<file path="config.mk">
export PLATFORM = sky130hd
export DESIGN_NAME = fadd_sched
export DESIGN_NICKNAME = d
export VERILOG_FILES = /design/src/rtl/fadd_sched.sv
export SDC_FILE = /design/constraint.sdc
export NUM_CORES = 1
export LEC_CHECK = 0
export CORE_MARGIN = 4
export CORE_UTILIZATION = 49
export CTS_CLUSTER_DIAMETER = 40
export DETAILED_ROUTE_END_ITERATION = 10
export PLACE_DENSITY = 0.79
export SKIP_CTS_REPAIR_TIMING = 1
export SLEW_MARGIN = 20
export SYNTH_ARGS = -nofsm -noshare
export SYNTH_HDL_FRONTEND = slang
export SYNTH_SLANG_ARGS = --single-unit
</file>
<file path="constraint.sdc">
create_clock -name clk -period 3.3 [get_ports clk]
set_input_delay 0.66 -clock clk [delete_from_list [all_inputs] [get_ports clk]]
set_output_delay 0.66 -clock clk [all_outputs]
set_load 0.03 [all_outputs]
</file>
<file path="src/rtl/fadd_sched.sv">
// Two-requester round-robin scheduler for a shared fixed-latency FP adder.
// Credit-gated per-requester result FIFOs; sticky error on tag/return misalignment.
module fadd_sched #(
    parameter int unsigned DEPTH = 4,
    parameter int unsigned LAT   = 3
) (
    input  logic        clk,
    input  logic        rst,
    input  logic        req0_valid,
    output logic        req0_ready,
    input  logic [31:0] req0_a,
    input  logic [31:0] req0_b,
    input  logic        req0_sub,
    input  logic        req1_valid,
    output logic        req1_ready,
    input  logic [31:0] req1_a,
    input  logic [31:0] req1_b,
    input  logic        req1_sub,
    output logic        res0_valid,
    input  logic        res0_ready,
    output logic [31:0] res0_data,
    output logic        res1_valid,
    input  logic        res1_ready,
    output logic [31:0] res1_data,
    output logic [31:0] fa_a,
    output logic [31:0] fa_b,
    output logic        fa_en,
    input  logic [31:0] fa_c,
    input  logic        fa_ready,
    output logic        err
);

    localparam int unsigned CW = $clog2(DEPTH + 1);
    localparam int unsigned PW = (DEPTH > 1) ? $clog2(DEPTH) : 1;
    localparam int unsigned SW = $clog2(LAT + 1);
    localparam logic [CW:0]   LIMIT     = DEPTH[CW:0];
    localparam logic [PW-1:0] LAST_PTR  = PW'(DEPTH - 1);
    localparam logic [SW-1:0] SUPP_INIT = SW'(LAT);

    logic [CW-1:0]  inflight [2];
    logic [CW-1:0]  count    [2];
    logic [CW:0]    occ      [2];
    logic [PW-1:0]  wr_ptr   [2];
    logic [PW-1:0]  rd_ptr   [2];
    logic [31:0]    mem      [2][DEPTH];
    logic [LAT-1:0] tag_v;
    logic [LAT-1:0] tag_id;
    logic           tag_out_v;
    logic           tag_out_id;
    logic           last;
    logic [SW-1:0]  supp;
    logic [1:0]     valid;
    logic [1:0]     elig;
    logic [1:0]     grant;
    logic [1:0]     push;
    logic [1:0]     pop;
    logic [1:0]     res_rdy;

    function automatic logic [PW-1:0] ptr_inc(input logic [PW-1:0] p);
        return (p == LAST_PTR) ? '0 : p + PW'(1);
    endfunction

    assign valid   = {req1_valid, req0_valid};
    assign res_rdy = {res1_ready, res0_ready};

    always_comb begin
        for (int unsigned n = 0; n < 2; n++) begin
            occ[n]  = {1'b0, inflight[n]} + {1'b0, count[n]};
            elig[n] = valid[n] && (occ[n] < LIMIT) && !rst;
        end
        // last=1 means requester 1 won most recently, so requester 0 has priority
        grant[0] = elig[0] && (!elig[1] || last);
        grant[1] = elig[1] && (!elig[0] || !last);
    end

    assign req0_ready = grant[0];
    assign req1_ready = grant[1];
    assign fa_en      = |grant;

    always_comb begin
        fa_a = '0;
        fa_b = '0;
        if (grant[0]) begin
            fa_a = req0_a;
            fa_b = {req0_b[31] ^ req0_sub, req0_b[30:0]};
        end else if (grant[1]) begin
            fa_a = req1_a;
            fa_b = {req1_b[31] ^ req1_sub, req1_b[30:0]};
        end
    end

    assign tag_out_v  = tag_v[LAT-1];
    assign tag_out_id = tag_id[LAT-1];
    assign push       = {tag_out_v & tag_out_id, tag_out_v & ~tag_out_id};

    always_comb begin
        for (int unsigned n = 0; n < 2; n++) begin
            pop[n] = res_rdy[n] && (count[n] != '0);
        end
    end

    assign res0_valid = !rst && (count[0] != '0);
    assign res1_valid = !rst && (count[1] != '0);
    assign res0_data  = mem[0][rd_ptr[0]];
    assign res1_data  = mem[1][rd_ptr[1]];

    always_ff @(posedge clk) begin
        if (rst) begin
            tag_v  <= '0;
            tag_id <= '0;
            last   <= 1'b1;
            supp   <= SUPP_INIT;
            err    <= 1'b0;
            for (int unsigned n = 0; n < 2; n++) begin
                inflight[n] <= '0;
                count[n]    <= '0;
                wr_ptr[n]   <= '0;
                rd_ptr[n]   <= '0;
            end
        end else begin
            for (int unsigned i = LAT - 1; i > 0; i--) begin
                tag_v[i]  <= tag_v[i-1];
                tag_id[i] <= tag_id[i-1];
            end
            tag_v[0]  <= fa_en;
            tag_id[0] <= grant[1];
            if (fa_en) last <= grant[1];
            // adder pipe is not reset, so stale returns may appear for LAT cycles
            if (supp != '0) supp <= supp - SW'(1);
            else if (fa_ready != tag_out_v) err <= 1'b1;
            for (int unsigned n = 0; n < 2; n++) begin
                inflight[n] <= inflight[n] + CW'(grant[n]) - CW'(push[n]);
                count[n]    <= count[n] + CW'(push[n]) - CW'(pop[n]);
                if (push[n]) wr_ptr[n] <= ptr_inc(wr_ptr[n]);
                if (pop[n])  rd_ptr[n] <= ptr_inc(rd_ptr[n]);
            end
        end
    end

    always_ff @(posedge clk) begin
        for (int unsigned n = 0; n < 2; n++) begin
            if (push[n]) mem[n][wr_ptr[n]] <= fa_c;
        end
    end

endmodule

</file>
[After elaboration in Yosys (flattened, before gate mapping)]
Memories as Yosys holds them, arrays and structs flattened.
Cells that the tools add are included.
Storage, ports and cells
  input port bits: 169
  bits in latches: 0
  bits in writable memories: 276
  word-level logic and storage cells: 126
  flip-flop bits (word level): 10
  bits in read-only memories: 0
  memories: 5
Memories
  mem: depth 2, bits a word 128, read ports 2, clocked after Yosys merged registers in 0, wr ports 1, line 45  | logic [31:0] mem [2][DEPTH];
  count: depth 2, bits a word 3, read ports 2, clocked after Yosys merged registers in 0, wr ports 2, line 41  | logic [CW-1:0] count [2];
  inflight: depth 2, bits a word 3, read ports 2, clocked after Yosys merged registers in 0, wr ports 2, line 40  | logic [CW-1:0] inflight [2];
  rd_ptr: depth 2, bits a word 2, read ports 2, clocked after Yosys merged registers in 0, wr ports 2, line 44  | logic [PW-1:0] rd_ptr [2];
  wr_ptr: depth 2, bits a word 2, read ports 2, clocked after Yosys merged registers in 0, wr ports 2, line 43  | logic [PW-1:0] wr_ptr [2];
Operators by class
  eq/ne operators: 5
  $lt $le $gt $ge: 8
  mux-type cells: 46
  shift operators: 0
  divide/modulo/power cells: 0
  multipliers: 0
  reductions and logical operators: 24
  $add $sub $neg: 15
  bitwise operators: 18
Operators with widths (count)
  $mux 128: 4
  $mux 32: 10
  $bmux 32 s2: 2
  $demux 32 s2: 2
  $reduce_or 128->1: 1
  $mux 1: 16
  $mux 2: 8
  $add 3x1->3: 4
  $ge 3x3->1 const B: 4
  $logic_and 1x1->1: 12
  $mux 3: 4
  $not 2->3: 4
  $sub 3x1->3: 4
  $add 2x1->2 const B: 4
  $add 3x3->4: 2
  $eq 2x2->1 const B: 4
  $lt 4x3->1 const B: 2
  $or 1x1->1: 8
  $lt 3x1->1 const B: 2
  $reduce_bool 3->1: 2
  $logic_not 1->1: 4
  $and 1x1->1: 2
  $logic_or 1x1->1: 2
  $not 1->1: 2
  other kinds (6): 7

[Logic depth before layout (Yosys ltp)]
  word-level depth: 10
  mapped depth: 10
  gate-level depth less buffers: 9

[Worst setup path before layout]
OpenSTA, ideal clock, no wires.
  path type: input -> output
  start: input port rst
  end: output port fa_a[18]
  arrival: 2.351 ns
  stages on the path: 6
  path slack: 0.289 ns
  path through: buf_4 -> nor4_2 -> nand2_1 -> nor3_1 -> clkbuf_1 -> a22o_1
On the way
  elaborated cells on any way between the ends: 11
RTL lines
  start: declaration: line 8  | input logic rst,
  $logic_not 1->1 *: line 69  | elig[n] = valid[n] && (occ[n] < LIMIT) && !rst;
  $logic_and 1x1->1: line 69
  $logic_not 1->1: line 72  | grant[0] = elig[0] && (!elig[1] || last);
  $logic_or 1x1->1: line 72
  $logic_and 1x1->1 *: line 72
  net req0_ready: line 10  | output logic req0_ready,
  $mux 32 *: line 83  | if (grant[0]) begin
  end: declaration: line 25  | output logic [31:0] fa_a,
Mark *: on every way through the listed nets, which the timed path passes. The rest lies on a longest branch.

==> summary.md <==
| Metric | Value |
|---|---|
| Routed wire length | `30500 um` |
| Reg2reg end | `inflight[0][5]$_SDFF_PP0_` |
| Layout Utilization | `72.1%` |
| Critical path arrival | `2.61 ns` |
| EDFF count, synth | `264` |
| Critical Path Sink Type | `output port` |
| Post-synthesis adder-cell area fraction | `3.19%` |
| Pwr dens | `741 nW/um^2` |
| Max Cap Viol | `0` |
| Top FF cell, synth | `edfxtp_1` |
| FMAX | `306 MHz` |
| Placed inst area | `15000 um^2` |
| Vias/cell | `5.52` |
| Avg Cell Area, Syn | `20.2 um^2` |
| Initial DRC count | `506` |
| Synth unique cells | `33` |
| Drc violations | `0` |
| Mux cell area share after synthesis | `12.6%` |
| Largest family of logic cells by synthesized area | `multiplexers` |
| Slew Viols, Final | `0` |
| Clk buf depth | `3` |
| Most frequent cells in the layout | `edfxtp_1, clkdlybuf4s50_1, mux4_2` |
| Critical path class | `flop to output port` |
| Worst r2r src | `count[0][1]$_SDFF_PP0_` |
| Post-synthesis simple-gate area fraction | `3.16%` |
| Hold WS | `0.435 ns` |
| Final HPWL DP | `20000 um` |
| Crit path largest cell delay | `0.52 ns` |
| Setup violations, final | `0` |
| CTS tree | `done` |
| Clock-pin slew of the registers on the worst-case setup and hold paths | `0.05 ns` |
| Post-Synth XOR/XNOR Area | `0.912%` |
| Hold Violations, Final | `0` |
| Most common cell after layout, fill and taps aside | `edfxtp_1` |
| Setup crit end | `fa_b[27]` |
| Maximum VDD drop | `0.394 mV` |
| WP data required | `2.64 ns` |
| Cell depth of the worst setup path | `7` |
| Register area | `8380 um^2` |
| Startpoint Class | `flop` |
| Worst-Skew Late Latency | `0.50 ns` |
| Vias in the first global route | `7220` |
| Routability cong. | `0.924` |
| WL/cell | `24.4 um` |
| Actual slew at the worst max-slew pin | `0.918 ns` |
| Crit path buffers/inverters | `2` |
| Sequential element share of the synthesized area | `72.6%` |
| Via count | `6915` |
| Core area | `22900 um^2` |
| Die area | `26000 um^2` |
| H-tree levels | `2` |
| Cts bufs inserted | `34` |
| Initial DRT Pass Iterations | `5` |
| Outcome | `finished, final reports clean` |
| Fillers | `1412` |
| Antenna-violating nets left | `0` |
| IO Pins | `303` |
| Share of cells above drive strength 1 | `27.3%` |
| Multi-input logic area | `3060 um^2` |
| Crit. Startpoint | `inflight[0][5]$_SDFF_PP0_` |
| First-pass GRT wire length | `43400 um` |
| RSZ-0062 raised after global routing | `true` |
| R2R cell count | `10` |
| Worst Path Max Fanout | `7` |
| Gate Count Post-Synth | `571` |
| Synthesis-to-layout area growth | `43.2%` |
| Die width | `161 um` |
| Die height | `161 um` |
| Hold Crit Class | `flop to flop` |
| Register bit total from synthesis | `286` |
| FFs w/ async S/R, synth | `0%` |
| Final net count | `1107` |
| Total track usage | `22.3%` |
| Synthesized area | `11500 um^2` |
| Worst path slowest cell | `or4b_4` |
| Num rows | `55` |
| Design Area, Final | `16500 um^2` |
| Pin count of the biggest net entering global routing | `43` |
| Reg-to-reg slack, setup | `0.54 ns` |
| Yosys warns | `0` |
| Post-synthesis compound-gate area fraction | `5.24%` |
| Remaining global-route overflow | `0` |
| Worst relative slew slack | `38.8%` |
| Clock skew | `0.0226 ns` |
| Tcrit/Tclk final | `99.0%` |
| Minimum clock period | `3.27 ns` |
| # clock sinks | `286` |
| Clock root buffer | `clkbuf_16` |
| PortBufs | `302` |
| Worst path cell trace | `ha_4 -> or4b_4 -> nor3_4 -> o31a_4 -> clkbuf_16 -> a22o_1 -> buf_6` |
| Initial Util | `50.3%` |
| Leakage power | `5.84 nW` |
| Worst path top cell family by delay | `simple AND/OR/NAND/NOR gates` |
| Final setup TNS | `0 ns` |
| Initial antenna violation count | `5` |
| Post-Syn Nets | `767` |
[power by group]
group          total, mW  switching (mW)  internal, mW
sequential          4.20          0.0912          4.11
clock               3.54            1.38          2.17
combinational       4.49            2.35          2.14
[through the flow]
stage               instances  worst slack [ns]  total power [mW]
CTS                      1235           -0.0863              12.1
detailed placement       1175          -0.00685              8.58
global route             1252           -0.0437              12.7
finish                   1253            0.0333              12.2
floorplan                 571             0.289              6.81
global placement         1175            0.0114              8.54
[state kept, by name, indices dropped and copies added (netlist names)]
signal / count
count: 6
err: 1
inflight: 6
last: 1
mem: 256
rd_ptr: 4
supp: 2
tag_id: 3
tag_v: 3
wr_ptr: 4
[worst register-to-register path: stages (launching register included)]
cell	delay [ns]
dfxtp_2	0.35
ha_1	0.19
nor4_2	0.27
nand2_2	0.16
o31a_4	0.47
buf_4	0.18
ha_1	0.21
fa_1	0.38
xnor2_1	0.21
xnor2_1	0.14
nor2_1	0.07
[layer usage]
layer	wire (um)	global-route usage, %	vias up
met4	1130	8.61	2
met5	11	0	-
li1	-	-	3038
met3	2260	5.03	67
met1	10800	26.7	3467
met2	16300	39.5	341
[layout make-up]
cell class,count,share of cell area [%]
clock inverters,15,0.902
well taps,313,2.37
flip-flops and latches,286,50.8
repair buffers,337,21.3
inverters,20,0.455
diodes,5,0.0758
multi-input cells,232,18.5
clock buffers,45,5.66
[logic make-up (layout without fill, tap and decap cells)]
family	count (synthesis)	in the layout
AO/OA/AOI/OAI	70	71
XOR/XNOR	12	12
adder cells (fa/ha/maj)	27	27
buffers and inverters	54	417
flip-flops	286	286
multiplexers	65	65
other	0	5
AND/OR/NAND/NOR	57	57
[cell usage after synthesis (all sizes together) (2+ instances only)]
master | count | share of area [%]
fa | 4 | 0.69
clkbuf | 11 | 0.36
and2 | 5 | 0.27
nor4 | 4 | 0.33
xor2 | 7 | 0.53
nor2 | 11 | 0.36
buf | 23 | 1.3
and3 | 6 | 0.33
o31a | 2 | 0.15
o21bai | 2 | 0.13
dfxtp | 22 | 3.8
nor4bb | 2 | 0.17
nor2b | 12 | 0.65
or2 | 5 | 0.27
nor4b | 4 | 0.30
mux4 | 64 | 13
edfxtp | 264 | 69
a22o | 64 | 4.9
nor3 | 4 | 0.22
xnor2 | 5 | 0.38
ha | 23 | 2.5
inv | 20 | 0.65
nand2b | 2 | 0.11
[worst min-delay path by stage]
| stage | start | slack, ns | cells past startpoint | to |
|---|---|---|---|---|
| floorplan | tag_id[0]$_SDFF_PP0_ | 0.41 | 1 | tag_id[1]$_SDFF_PP0_ |
| global placement | tag_v[1]$_SDFF_PP0_ | 0.42 | 1 | tag_v[2]$_SDFF_PP0_ |
| detailed placement | tag_id[1]$_SDFF_PP0_ | 0.43 | 1 | tag_id[2]$_SDFF_PP0_ |
| CTS | tag_id[0]$_SDFF_PP0_ | 0.43 | 1 | tag_id[1]$_SDFF_PP0_ |
| global route | tag_id[0]$_SDFF_PP0_ | 0.45 | 1 | tag_id[1]$_SDFF_PP0_ |
| finish | tag_id[0]$_SDFF_PP0_ | 0.43 | 1 | tag_id[1]$_SDFF_PP0_ |
Note: power is estimated with default switching activity, not from simulation.
==> variant 1 (same settings) <==
Register the output `err` once more, without a reset; this adds one clock of latency there. The other outputs are not delayed to match.
--- a/src/rtl/fadd_sched.sv
+++ b/src/rtl/fadd_sched.sv
@@ -37,4 +37,6 @@
     localparam logic [PW-1:0] LAST_PTR  = PW'(DEPTH - 1);
     localparam logic [SW-1:0] SUPP_INIT = SW'(LAT);
+
+    logic err_s0;
 
     logic [CW-1:0]  inflight [2];
@@ -111,5 +113,5 @@
             last   <= 1'b1;
             supp   <= SUPP_INIT;
-            err    <= 1'b0;
+            err_s0 <= 1'b0;
             for (int unsigned n = 0; n < 2; n++) begin
                 inflight[n] <= '0;
@@ -128,5 +130,5 @@
             // adder pipe is not reset, so stale returns may appear for LAT cycles
             if (supp != '0) supp <= supp - SW'(1);
-            else if (fa_ready != tag_out_v) err <= 1'b1;
+            else if (fa_ready != tag_out_v) err_s0 <= 1'b1;
             for (int unsigned n = 0; n < 2; n++) begin
                 inflight[n] <= inflight[n] + CW'(grant[n]) - CW'(push[n]);
@@ -144,4 +146,8 @@
     end
 
+    always_ff @(posedge clk) begin
+        err <= err_s0;
+    end
+
 endmodule
 
Formal check against the unedited RTL: not equivalent (Yosys sat finds a counterexample within 10 cycles, from zero or initial values and one cycle with rst high).
==> variant 1 against the original RTL <==
Global-route usage grew 0.17 points; synthesized area grew 0.17%; highest routed layer unchanged; hold slack lost 0.080 ns; fmax shrank 2.4%; the run now ends with negative setup slack left; wire length grew 1.1%; via count shrank 0.65%; worst setup slack lost 0.081 ns; combinational power is essentially flat; total power grew 0.94%; sequential cell count grew 1; critical path type unchanged; non-clock buffer count shrank 4; core utilization grew 0.10 points; design area grew 0.14%.
==> variant 1: results <==
group,metric,value,unit
run_status,violations,"negative setup slack",
cts,cts_max_level,2,
cts,cts_made_buffers,35,
global_routing,grt_pass1_wl,44.1,mm
place,place_area,15000,µm²
detailed_routing,drt_iter0_markers,522,
detailed_routing,wirelength,30.9,mm
global_routing,grt_max_degree,63,
global_routing,grtUsageTotal,22.5,%
place,place_inst,1173,
critical_path,cpMaxStageDelayCell,"or4b_4",
detailed_routing,wl_met1,10.9,mm
timing,slew_viol_final,0,
logic_synthesis,syn-num-nets,768,
timing,finalSetupViolCount,53,
place,port_buffers,302,
place,hpwl,19.9,mm
critical_path,max_stage_delay,0.57,ns
timing,fin_ws,-0.0480,ns
logic_synthesis,synth_mux_area_share,12.6,%
cts,root_buffer,"clkbuf_16",
cts,worstSkewPairLatency,0.50,ns
global_routing,met2_usage,40.5,%
run_status,status,"complete, but fails checks",
global_routing,antenna_found_initial,3,
global_routing,grt_pass1_vias,7265,
final_layout,fillCellCount,1406,
pwr,leakagePower,5.86,nW
detailed_routing,wl_met3,2.28,mm
global_routing,grt_use_met1,26.5,%
logic_synthesis,yosysTopAreaCell,"edfxtp_1",
place,gp_congestion,0.921,
pwr,peakVddDrop,0.415,mV
logic_synthesis,synth_xor_area_share,0.910,%
logic_synthesis,ys_top_cells_by_count,"edfxtp_1 (264), a22o_1 (64), mux4_2 (64)",
logic_synthesis,synth_seq_area_share,72.6,%
logic_synthesis,synth-compound-area-share,5.23,%
critical_path,worst-path-max-fanout,8,
logic_synthesis,async_flop_share,0,%
hold_path,hold_class,"flop to flop",
logic_synthesis,yosysWarnings,0,
cts,path_clk_slew,0.05,ns
final_layout,fin_nets,1104,
global_routing,grtUsageMet3,5.87,%
critical_path,cp_top_family,"simple AND/OR/NAND/NOR gates",
detailed_routing,wl_met2,16.8,mm
cts,cts.path.max_buffers,3,
detailed_routing,top_layer,"met5",
timing,skew,0.0200,ns
logic_synthesis,synthAdderAreaFrac,3.19,%
logic_synthesis,ys_types,33,
detailed_routing,vias,6870,
final_layout,drive_above_1_share,26.7,%
timing,slew_headroom,33.9,%
logic_synthesis,synthCells,572,
detailed_routing,drtPass1Iterations,5,
detailed_routing,routedWlPerCell,24.8,µm
logic_synthesis,synth.top_cells.by_area,"edfxtp_1 (69%), mux4_2 (12%), a22o_1 (4.9%)",
logic_synthesis,synth_edf_count,264,
[variant 1: cell types whose count changed in the layout (fill, tap and decap cells not counted), moves of 3 or more]
cell	before	now
clkbuf_1	9	5
buf_12	21	18
dfxtp_1	14	21
buf_6	13	27
dfxtp_2	6	1
diode_2	5	2
buf_4	63	47
a22o_1	56	53
a22o_4	8	11
[variant 1: worst reg2reg max path, delay by kind of cell (launching register included)]
kind            cells  cell delay (ns)
fa+ha+maj           3             0.90
simple gates        3             0.48
compound gates      1             0.46
xor+xnor            2             0.34
flops               1             0.33
buf+inv             2             0.30
[variant 1: layout make-up]
class / instances / area [µm²] / area share (%)
inverters: 20 / 75.1 / 0.454
diodes: 2 / 5.00 / 0.0303
clock inverters: 16 / 151 / 0.916
clock buffers: 44 / 972 / 5.88
multi-input cells: 231 / 3050 / 18.4
well taps: 313 / 392 / 2.37
repair buffers: 333 / 3500 / 21.2
flip-flops and latches: 287 / 8390 / 50.8
[variant 1: stage by stage]
stage | setup TNS, ns | setup slack [ns] | utilization [%]
after floorplan | 0 | 0.289 | -
final | -0.912 | -0.0480 | 72.2
after global placement | -0.0140 | -0.0140 | 65.5
after detailed placement | -0.0527 | -0.0277 | 65.5
after CTS | -3.20 | -0.114 | 70.4
after global routing | -5.45 | -0.119 | 72.2
[variant 1: power by group]
| part | switching (W) | internal [W] |
|---|---|---|
| clock network | 0.00139 | 0.00225 |
| registers | 0.000122 | 0.00412 |
| logic | 0.00233 | 0.00214 |
| total | 0.00384 | 0.00851 |
[variant 1: final timing paths]
path | startpoint | endpoint | slack (ns) | depth (start not counted)
hold reg to reg | err_s0 | err | 0.35 | 0
hold / removal | err_s0 | err | 0.35 | 0
setup reg to reg | inflight[0][2] | inflight[0][5] | 0.38 | 11
setup / recovery | inflight[0][5] | fa_b[8] | -0.05 | 7
==> variant 2 (same settings) <==
Without the edit above. Set the parameter `DEPTH` to 8 (it was 4).
--- a/src/rtl/fadd_sched.sv
+++ b/src/rtl/fadd_sched.sv
@@ -2,5 +2,5 @@
 // Credit-gated per-requester result FIFOs; sticky error on tag/return misalignment.
 module fadd_sched #(
-    parameter int unsigned DEPTH = 4,
+    parameter int unsigned DEPTH = 8,
     parameter int unsigned LAT   = 3
 ) (
Function: no difference found for any inputs over 4 cycles, from zero or initial values and one cycle with rst high; that may be too few to reach the edited logic, so the function may still have changed.
==> variant 2 against the original RTL <==
Wire length up 80%; the flow now finishes with violations (negative setup slack); register-to-register slack got worse by 0.20 ns; sequential power increased by 90%; total power is 81% higher; count of clock-buffer cells in the layout is 26 higher; critical path depth up 1; final cell count is 65% higher; synthesized area increased by 91%; design area up 75%; first-iteration DRC count grew 94%; sequential cell count increased by 264; worst setup slack worse by 0.25 ns; hold slack improved by 0.0013 ns.
==> variant 2: results <==
group,metric,value,unit
run_status,status,"complete, but fails checks",
run_status,violations,"negative setup slack",
logic_synthesis,synth_mux_area_share,16.5,%
global_routing,grt_use_met1,25.9,%
place,hpwl,32.7,mm
critical_path,r2r-end,"inflight[0][2]",
logic_synthesis,synth_xor_area_share,0.556,%
place,place_inst,1931,
detailed_routing,drt_iter0_markers,983,
cts,worstSkewPairLatency,0.60,ns
final_layout,largest_reg_flops,512,
cts,cts_made_buffers,60,
timing,setup_tns,-10.67,ns
global_routing,grt_pass1_vias,12500,
critical_path,critPathLaunch,"inflight[0][7]",
hold_path,min_to,"tag_v[2]",
pwr,p_clk_share,30.2,%
logic_synthesis,ys_top_cells_by_count,"edfxtp_1 (524), mux4_2 (128), mux2_2 (66)",
timing,whs,0.436,ns
timing,fin_ws,-0.215,ns
logic_synthesis,ys_types,34,
place,place_worst_setup_slack,-0.303,ns
global_routing,grtUsageTotal,21.5,%
pwr,leakagePower,10.2,nW
timing,finalSetupViolCount,64,
pwr,comb_power_share,33.8,%
final_layout,fillCellCount,2830,
global_routing,grtUsageMet3,3.61,%
detailed_routing,wl_met3,3.73,mm
global_routing,grt_pass1_wl,76.5,mm
timing,skew,0.0121,ns
critical_path,worst-path-max-fanout,10,
logic_synthesis,synth_edf_count,524,
place,place_area,26100,µm²
logic_synthesis,syn-num-nets,1247,
global_routing,grt_max_degree,66,
detailed_routing,wl_met2,29.9,mm
critical_path,rrSetupSlack,0.34,ns
logic_synthesis,synth.top_cells.by_area,"edfxtp_1 (71%), mux4_2 (13%), mux2_2 (3.4%)",
detailed_routing,wl_met1,19.2,mm
detailed_routing,vias,11700,
timing,slew_headroom,60.0,%
logic_synthesis,synthAdderAreaFrac,2.24,%
pwr,p_int,0.0154,W
pwr,swShare,30.5,%
logic_synthesis,synth-compound-area-share,3.24,%
pwr,peakVddDrop,0.475,mV
variant 2: cell types whose count changed in the layout (fill, tap and decap cells not counted), sizes merged, moves of 7 or more:
cell / change
clkdlybuf4s50: -63
inv: +19
mux4: +64
dlymetal6s2s: +53
clkinv: +7
nand2: +9
mux2: +67
edfxtp: +260
clkbuf: +32
nor2: +17
buf: +41
ha: +10
variant 2: critical path, delay by kind of cell, from the launching register on:
family,cells,cell delay [ns]
flip-flops,1,0.33
adder cells (fa/ha/maj),1,0.17
AND/OR/NAND/NOR,1,0.53
buffers and inverters,3,0.51
AO/OA/AOI/OAI,3,0.71
variant 2: area by class of cell:
cell class | instances | area [µm²] | area share (%)
flip-flops and latches | 550 | 16300 | 56.1
multi-input cells | 411 | 5620 | 19.4
repair buffers | 374 | 4230 | 14.6
clock buffers | 71 | 1570 | 5.43
well taps | 592 | 741 | 2.56
clock inverters | 40 | 433 | 1.49
inverters | 29 | 109 | 0.376
diodes | 2 | 5.00 | 0.0173
